===== src/rtl/tcdm_bank_arbiter.sv =====
// Round-robin arbiter sharing one TCDM bank between NumIn requesters, with response routing.
// Optional performance counters are built when TCDM_BANK_ARB_PERF_CNT_EN is defined.
module tcdm_bank_arbiter #(
    parameter int unsigned NumIn        = 4,
    parameter int unsigned DataWidth    = 32,
    parameter int unsigned BeWidth      = DataWidth / 8,
    parameter int unsigned AddrMemWidth = 12,
    parameter int unsigned RespLat      = 1,
    parameter bit          WriteRespOn  = 1'b1
) (
    input  logic                                 clk_i,
    input  logic                                 rst_ni,
    input  logic [NumIn-1:0]                     req_i,
    input  logic [NumIn-1:0][AddrMemWidth-1:0]   add_i,
    input  logic [NumIn-1:0]                     wen_i,
    input  logic [NumIn-1:0][DataWidth-1:0]      wdata_i,
    input  logic [NumIn-1:0][BeWidth-1:0]        be_i,
    output logic [NumIn-1:0]                     gnt_o,
    output logic [NumIn-1:0]                     vld_o,
    output logic [NumIn-1:0][DataWidth-1:0]      rdata_o,
    output logic                                 req_o,
    input  logic                                 gnt_i,
    output logic [AddrMemWidth-1:0]              add_o,
    output logic                                 wen_o,
    output logic [DataWidth-1:0]                 wdata_o,
    output logic [BeWidth-1:0]                   be_o,
    input  logic [DataWidth-1:0]                 rdata_i
`ifdef TCDM_BANK_ARB_PERF_CNT_EN
    ,
    input  logic                                 perf_clr_i,
    output logic [31:0]                          conflict_cnt_o,
    output logic [31:0]                          stall_cnt_o
`endif
);

    localparam int unsigned IdxW = (NumIn > 1) ? $clog2(NumIn) : 1;

    logic [IdxW-1:0] rr_q;
    logic [IdxW-1:0] rr_next;
    logic [IdxW-1:0] winner;
    logic [31:0]     cand;
    logic            found;
    logic            transfer;
    logic            resp_new;

    logic            resp_vld_q [RespLat];
    logic [IdxW-1:0] resp_idx_q [RespLat];

    // Scan from the pointer upwards with wrap; the first asserted request wins.
    always_comb begin
        winner = '0;
        found  = 1'b0;
        cand   = '0;
        for (int unsigned i = 0; i < NumIn; i++) begin
            cand = 32'(rr_q) + i;
            if (cand >= NumIn) begin
                cand = cand - NumIn;
            end
            if (!found && req_i[cand[IdxW-1:0]]) begin
                winner = cand[IdxW-1:0];
                found  = 1'b1;
            end
        end
    end

    assign req_o    = |req_i;
    assign transfer = req_o & gnt_i;
    assign add_o    = req_o ? add_i[winner]   : '0;
    assign wen_o    = req_o ? wen_i[winner]   : 1'b0;
    assign wdata_o  = req_o ? wdata_i[winner] : '0;
    assign be_o     = req_o ? be_i[winner]    : '0;

    assign rr_next  = (winner == IdxW'(NumIn - 1)) ? '0 : winner + 1'b1;
    assign resp_new = transfer & (~wen_o | WriteRespOn);

    always_ff @(posedge clk_i or negedge rst_ni) begin
        if (!rst_ni) begin
            rr_q <= '0;
        end else if (transfer) begin
            rr_q <= rr_next;
        end
    end

    // Response pipeline shifts every cycle; the bank has no backpressure on responses.
    always_ff @(posedge clk_i or negedge rst_ni) begin
        if (!rst_ni) begin
            for (int k = 0; k < RespLat; k++) begin
                resp_vld_q[k] <= 1'b0;
                resp_idx_q[k] <= '0;
            end
        end else begin
            resp_vld_q[0] <= resp_new;
            resp_idx_q[0] <= winner;
            for (int k = 1; k < RespLat; k++) begin
                resp_vld_q[k] <= resp_vld_q[k-1];
                resp_idx_q[k] <= resp_idx_q[k-1];
            end
        end
    end

    for (genvar gi = 0; gi < NumIn; gi++) begin : g_port
        logic sel;
        assign sel         = resp_vld_q[RespLat-1] && (resp_idx_q[RespLat-1] == IdxW'(gi));
        assign gnt_o[gi]   = transfer && (winner == IdxW'(gi));
        assign vld_o[gi]   = sel;
        assign rdata_o[gi] = sel ? rdata_i : '0;
    end

`ifdef TCDM_BANK_ARB_PERF_CNT_EN
    logic [31:0] conflict_cnt_q;
    logic [31:0] stall_cnt_q;
    logic        conflict;
    logic        stall;

    assign conflict = ($countones(req_i) >= 2);
    assign stall    = req_o & ~gnt_i;

    always_ff @(posedge clk_i or negedge rst_ni) begin
        if (!rst_ni) begin
            conflict_cnt_q <= '0;
            stall_cnt_q    <= '0;
        end else if (perf_clr_i) begin
            conflict_cnt_q <= '0;
            stall_cnt_q    <= '0;
        end else begin
            if (conflict && (conflict_cnt_q != 32'hFFFF_FFFF)) begin
                conflict_cnt_q <= conflict_cnt_q + 32'd1;
            end
            if (stall && (stall_cnt_q != 32'hFFFF_FFFF)) begin
                stall_cnt_q <= stall_cnt_q + 32'd1;
            end
        end
    end

    assign conflict_cnt_o = conflict_cnt_q;
    assign stall_cnt_o    = stall_cnt_q;
`endif

endmodule


===== config.mk =====
export PLATFORM = sky130hd
export DESIGN_NAME = tcdm_bank_arbiter
export DESIGN_NICKNAME = d
export VERILOG_FILES = /design/src/rtl/tcdm_bank_arbiter.sv
export SDC_FILE = /design/constraint.sdc
export NUM_CORES = 1
export LEC_CHECK = 0
export BUFFER_PORTS_ARGS = -buffer_cell sky130_fd_sc_hd__clkbuf_2
export CAP_MARGIN = 10
export CELL_PAD_IN_SITES_DETAIL_PLACEMENT = 1
export CELL_PAD_IN_SITES_GLOBAL_PLACEMENT = 1
export CORE_AREA = 2 2 163 165
export DETAILED_ROUTE_END_ITERATION = 7
export DIE_AREA = 0 0 165 167
export GPL_ROUTABILITY_DRIVEN = 0
export GPL_TIMING_DRIVEN = 0
export PLACE_DENSITY = 0.58
export SLEW_MARGIN = 10
export SYNTH_ARGS = -nofsm -noshare
export SYNTH_HDL_FRONTEND = slang
export SYNTH_SLANG_ARGS = --single-unit

===== constraint.sdc =====
create_clock -name clk_i -period 2.25 [get_ports clk_i]
set_input_delay 0.3375 -clock clk_i [delete_from_list [all_inputs] [get_ports clk_i]]
set_output_delay 0.3375 -clock clk_i [all_outputs]
set_load 0.005 [all_outputs]

Yosys cells after proc, flatten, opt, wreduce, memory -nomap -nowiden
Index checks and enable logic that the tools add are counted.

Reductions and logical operators: 17. Muxes and demuxes: 36. $lt $le $gt $ge: 9. Add/sub/neg operators: 8. Equal/unequal tests: 6. Bitwise operators: 1.

Operators by type and width (number): $mux W32 (6); $bmux W32 S2 (1); $bmux W12 S2 (1); $mux W12 (2); $mux W2 (9); $lt A2 B3 Y1 const B (5); $logic_and A1 B1 Y1 (11); $bmux W1 S2 (5); $ge A3 B3 Y1 const B (3); $mux W1 (9); $bmux W4 S2 (1); $eq A2 B2 Y1 const B (4); $mux W4 (2); $sub A2 B1 Y2 const B (4); $add A2 B2 Y3 const B (2); $eq A2 B1 Y1 const B (2); $logic_not A2 Y1 (2); $reduce_or A4 Y1 (1); $add A2 B1 Y3 const B (1); $ge A2 B3 Y1 const B (1); $logic_not A1 Y1 (3); $add A2 B1 Y2 const B (1); $and A1 B1 Y1 (1).

Register bits after elaboration: 5. Output and inout port bits: 186. Input bits: 235. Logic and storage cells: 80.

Longest topological paths before layout
Depth in word-level cells: 17. Gate-level depth with buffers: 8. Depth with buffers taken out: 6.

Least setup slack after synthesis
OpenSTA, ideal clock, no wires.

Path type: flip-flop to output port. From: register rr_q[1]. To: output gnt_o[3]. Arrival: 1.609 ns. Data required time: 1.913 ns. Stages on the path, launching flop included: 9. Path buffers: 2. Path slack: 0.303 ns. Path through: dfrtp_1 mux2i_1 nor2_1 a211o_1 buf_2 buf_2 inv_1 ha_1 and3_2.

Longest elaborated chain between the ends: 16. Elaborated cells between the ends (all ways): 38. Those cells by class: add/sub: 7; order compare: 4; eq/ne: 1; mux: 19; reduce/logical: 7.

RTL lines: from (decl) (line 38) `logic [IdxW-1:0] rr_q;`; from (signal assigned) (line 80) `rr_q <= rr_next;`; branches (longest 13 deep; another with $add A2 B1 Y3); $mux W2 * (line 59) `if (!found && req_i[cand[IdxW-1:0]]) begin`; via winner[0] (line 40) `logic [IdxW-1:0] winner;`; $eq A2 B2 Y1 * (line 104) `assign gnt_o[gi] = transfer && (winner == IdxW'(gi));`; $logic_and A1 B1 Y1 * (line 104); to (decl) (line 18) `output logic [NumIn-1:0] gnt_o,`.

Mark *: on every way through the listed nets, which the timed path passes. The select of a mux whose other input is x is not followed.

Worst setup path in the final report
From: register rr_q[1]. To: output gnt_o[1].

Longest elaborated chain between the ends: 16. Elaborated cells between the ends (all ways): 38. Those cells by class: add/sub: 7; order compare: 4; eq/ne: 1; mux: 19; reduce/logical: 7.

RTL lines (line): branches (longest 13 deep; another with $add A2 B1 Y3); $mux W2 * (59); via winner[0] (40); $eq A2 B1 Y1 * (104); $logic_and A1 B1 Y1 * (104).

Marked as above.

==> metrics <==
Layout area overhead=135.2%; Hold/Removal Path Class=in2reg; CTS tree=built; Slew headroom=65.70%; critical path's largest stage delay=just over 0.4 ns; Num CTS Buffers=3; DRT iter0 DRCs=about 100; Core Area=about 26000 um^2; initial antenna violation count=1; vias=about 4.6k; Via-to-Cell Ratio=approximately 4.0; Post-synth ARST share=100.0%; # nets final=~1.1k; top post-synthesis cells by area=mux2i_1, and2_1, o22ai_1; WL/cell=17.96 um; Max Fclk=430.4 MHz; status=finished, violations left; area leader, netlist=mux2i_1; Arr. time, crit path=roughly 2 ns; Root Driver=clkbuf_16; crit-path cells=mux2i_1 > nor2_2 > a211o_1 > buf_6 > buf_12 > inv_6 > ha_1 > and3_2 > buf_6; layout cells sized above 1=~66%; minimum clock period=~2.3 ns; pre-CTS setup slack=-0.3385 ns; part of the cycle the worst path needs=103.3%; WHS=roughly 0.44 ns; CTS Buffer Depth=2; Crit-path slowest cell=dfrtp_2; PD cells=~770 nW/um^2; Worst VDD drop=0.3307 mV; top cells by count, synth=and2_1, mux2i_1, o22ai_1; static leakage=0.003521 uW; Post-Synthesis Cells=approximately 360; # setup viols final=16; estimated wirelength of the detail-placed design=17280 um; worst setup margin=-0.07329 ns; effective utilization at floorplan=between 10% and 20%; first-pass GRT wire length=around 28000 um; Synth Flop Type=dfrtp_1; die footprint=roughly 28000 um^2; TritonCTS Sinks=5; clock transition at the registers of the reported paths=0.04 ns; sequential area share after synthesis=around 4.7%; most common cell in the netlist=and2_1; startpoint class of the critical path=flop; Syn Area/Cell=about 7.5 um^2; violated checks=negative setup slack; unrepaired setup endpoints after global routing=yes; Synthesized Nets=approximately 600; Final Hold Vio Count=0; Pins Over Slew Limit=0; Final TNS setup=-0.3785 ns; clock latency at the later pin of the worst-skew pair=roughly 0.23 ns; Post-Syn Area=around 2700 um^2; Final ANT Viol Nets=0; CP endpoint kind=output port; WS Path Type=reg2out; H-tree depth=1; Synth top area share=between 30% and 40%; Tot Pwr=4826 uW; largest net degree at the start of global routing=13; Die Ht=between 150 and 200 um; Chip Width=around 170 um; cell repeated most along the worst path=buf_6; EDFF count, synth=0; Max Cap Violations=0; 1st-pass router iterations=4; Min-Delay Startpoint=gnt_i; Port Buf Inserts=420; post-synth cell types=24; crit path launch=rr_q[1]$_DFFE_PN0P_; Least-Margin Pin Slew=0.5145 ns; synthesized flop and latch total=5; WL final=20670 um; synth warn=0; worst r2r src=rr_q[1]$_DFFE_PN0P_; I/O Pins=421; total global routing overflow=0; CP required=between 1.5 and 2 ns; DRC violations left=0; fin util=24.47%; gr usage total=13.68%; vias in the first global route=roughly 4.6k; FP Rows=59; clock skew=0.001836 ns; Crit Path Max Fanout=8
-- critical path: cells and delay by family (launching register included) --
family,cells,cell delay [ns]
adders and majority gates,1,0.14
and+or+nand+nor,2,0.24
muxes,1,0.24
DFF,1,0.41
buffers and inverters,4,0.46
AOI/OAI and AO/OA,1,0.27
-- worst paths after layout --
path / to / slack [ns] / cells after the start
worst max-delay path: gnt_o[1] / -0.07 / 9
worst min-delay path: resp_vld_q$_DFF_PN0_ / 0.44 / 2
worst max register to register: rr_q[1]$_DFFE_PN0P_ / 0.35 / 8
worst min register to register: rr_q[0]$_DFFE_PN0P_ / 0.61 / 2
max in group asynchronous: rr_q[1]$_DFFE_PN0P_ / 1.61 / 2
min in group asynchronous: resp_idx_q[0]$_DFF_PN0_ / 0.49 / 2
-- kinds of logic after synthesis --
| group | count (synthesis) | share of synthesized area, % |
|---|---|---|
| AO/OA/AOI/OAI | 57 | 13.21 |
| multiplexers | 100 | 37.53 |
| adder cells (fa/ha/maj) | 4 | 1.867 |
| AND/OR/NAND/NOR | 147 | 34.13 |
| flip-flops | 5 | 4.669 |
| buffers and inverters | 44 | 8.590 |
-- state kept, by name (all words and copies together), names as in the netlist --
register / count
resp_idx_q: 2
resp_vld_q: 1
rr_q: 2
-- cell type report --
cell class	count	area [um^2]
fillers	3216	19460
repair buffers	455	2660
multi-input cells	308	2613
well taps	335	419.2
plain buffers	38	380.4
flip-flops and latches	5	126.4
clock buffers	3	75.07
inverters	5	23.77
clock inverters	1	5.005
diodes	1	2.502
-- placed cells by master, fill, tap and decap left out, types with 4 or more instances in the layout --
| cell | n |
|---|---|
| clkbuf_2 | 411 |
| and2_1 | 128 |
| mux2i_1 | 74 |
| o22ai_1 | 40 |
| buf_4 | 20 |
| mux2i_2 | 19 |
| buf_6 | 15 |
| buf_12 | 15 |
| clkbuf_1 | 9 |
| o22ai_2 | 9 |
| buf_2 | 8 |
| mux2i_4 | 6 |
| clkbuf_16 | 6 |
| buf_16 | 5 |
| dfrtp_1 | 4 |
-- timing repair --
action / in CTS / in global routing
resized for setup: 96 / 62
hold endpoints to repair: 5 / 0
pin swaps: 19 / 18
cloned: 6 / 3
buffers inserted: 21 / 6
endpoints found under the setup margin: 83 / 75
hold buffers: 1 / 0
-- through the flow --
step | instance area [um^2] | std cells
finish | 6305 | 1151
CTS | 5978 | 1143
floorplan | 2680 | 357
detailed placement | 5201 | 1112
global placement | 5201 | 1112
global route | 6302 | 1150
-- power by group --
part	total, uW	internal [uW]	switching (uW)
sequential	158	120	37.5
clock	292	232	59.8
combinational	4380	2420	1960
-- per-layer routing --
metal  up-vias  track usage, %  part of all wire [%]
met4         0           1.248                  0.50
met5         -               0                     0
met2       251           28.91                    57
met1      2117           12.98                    33
li1       2177               -                     -
met3         7           3.985                   9.2
Note: power is estimated with default switching activity, not from simulation.
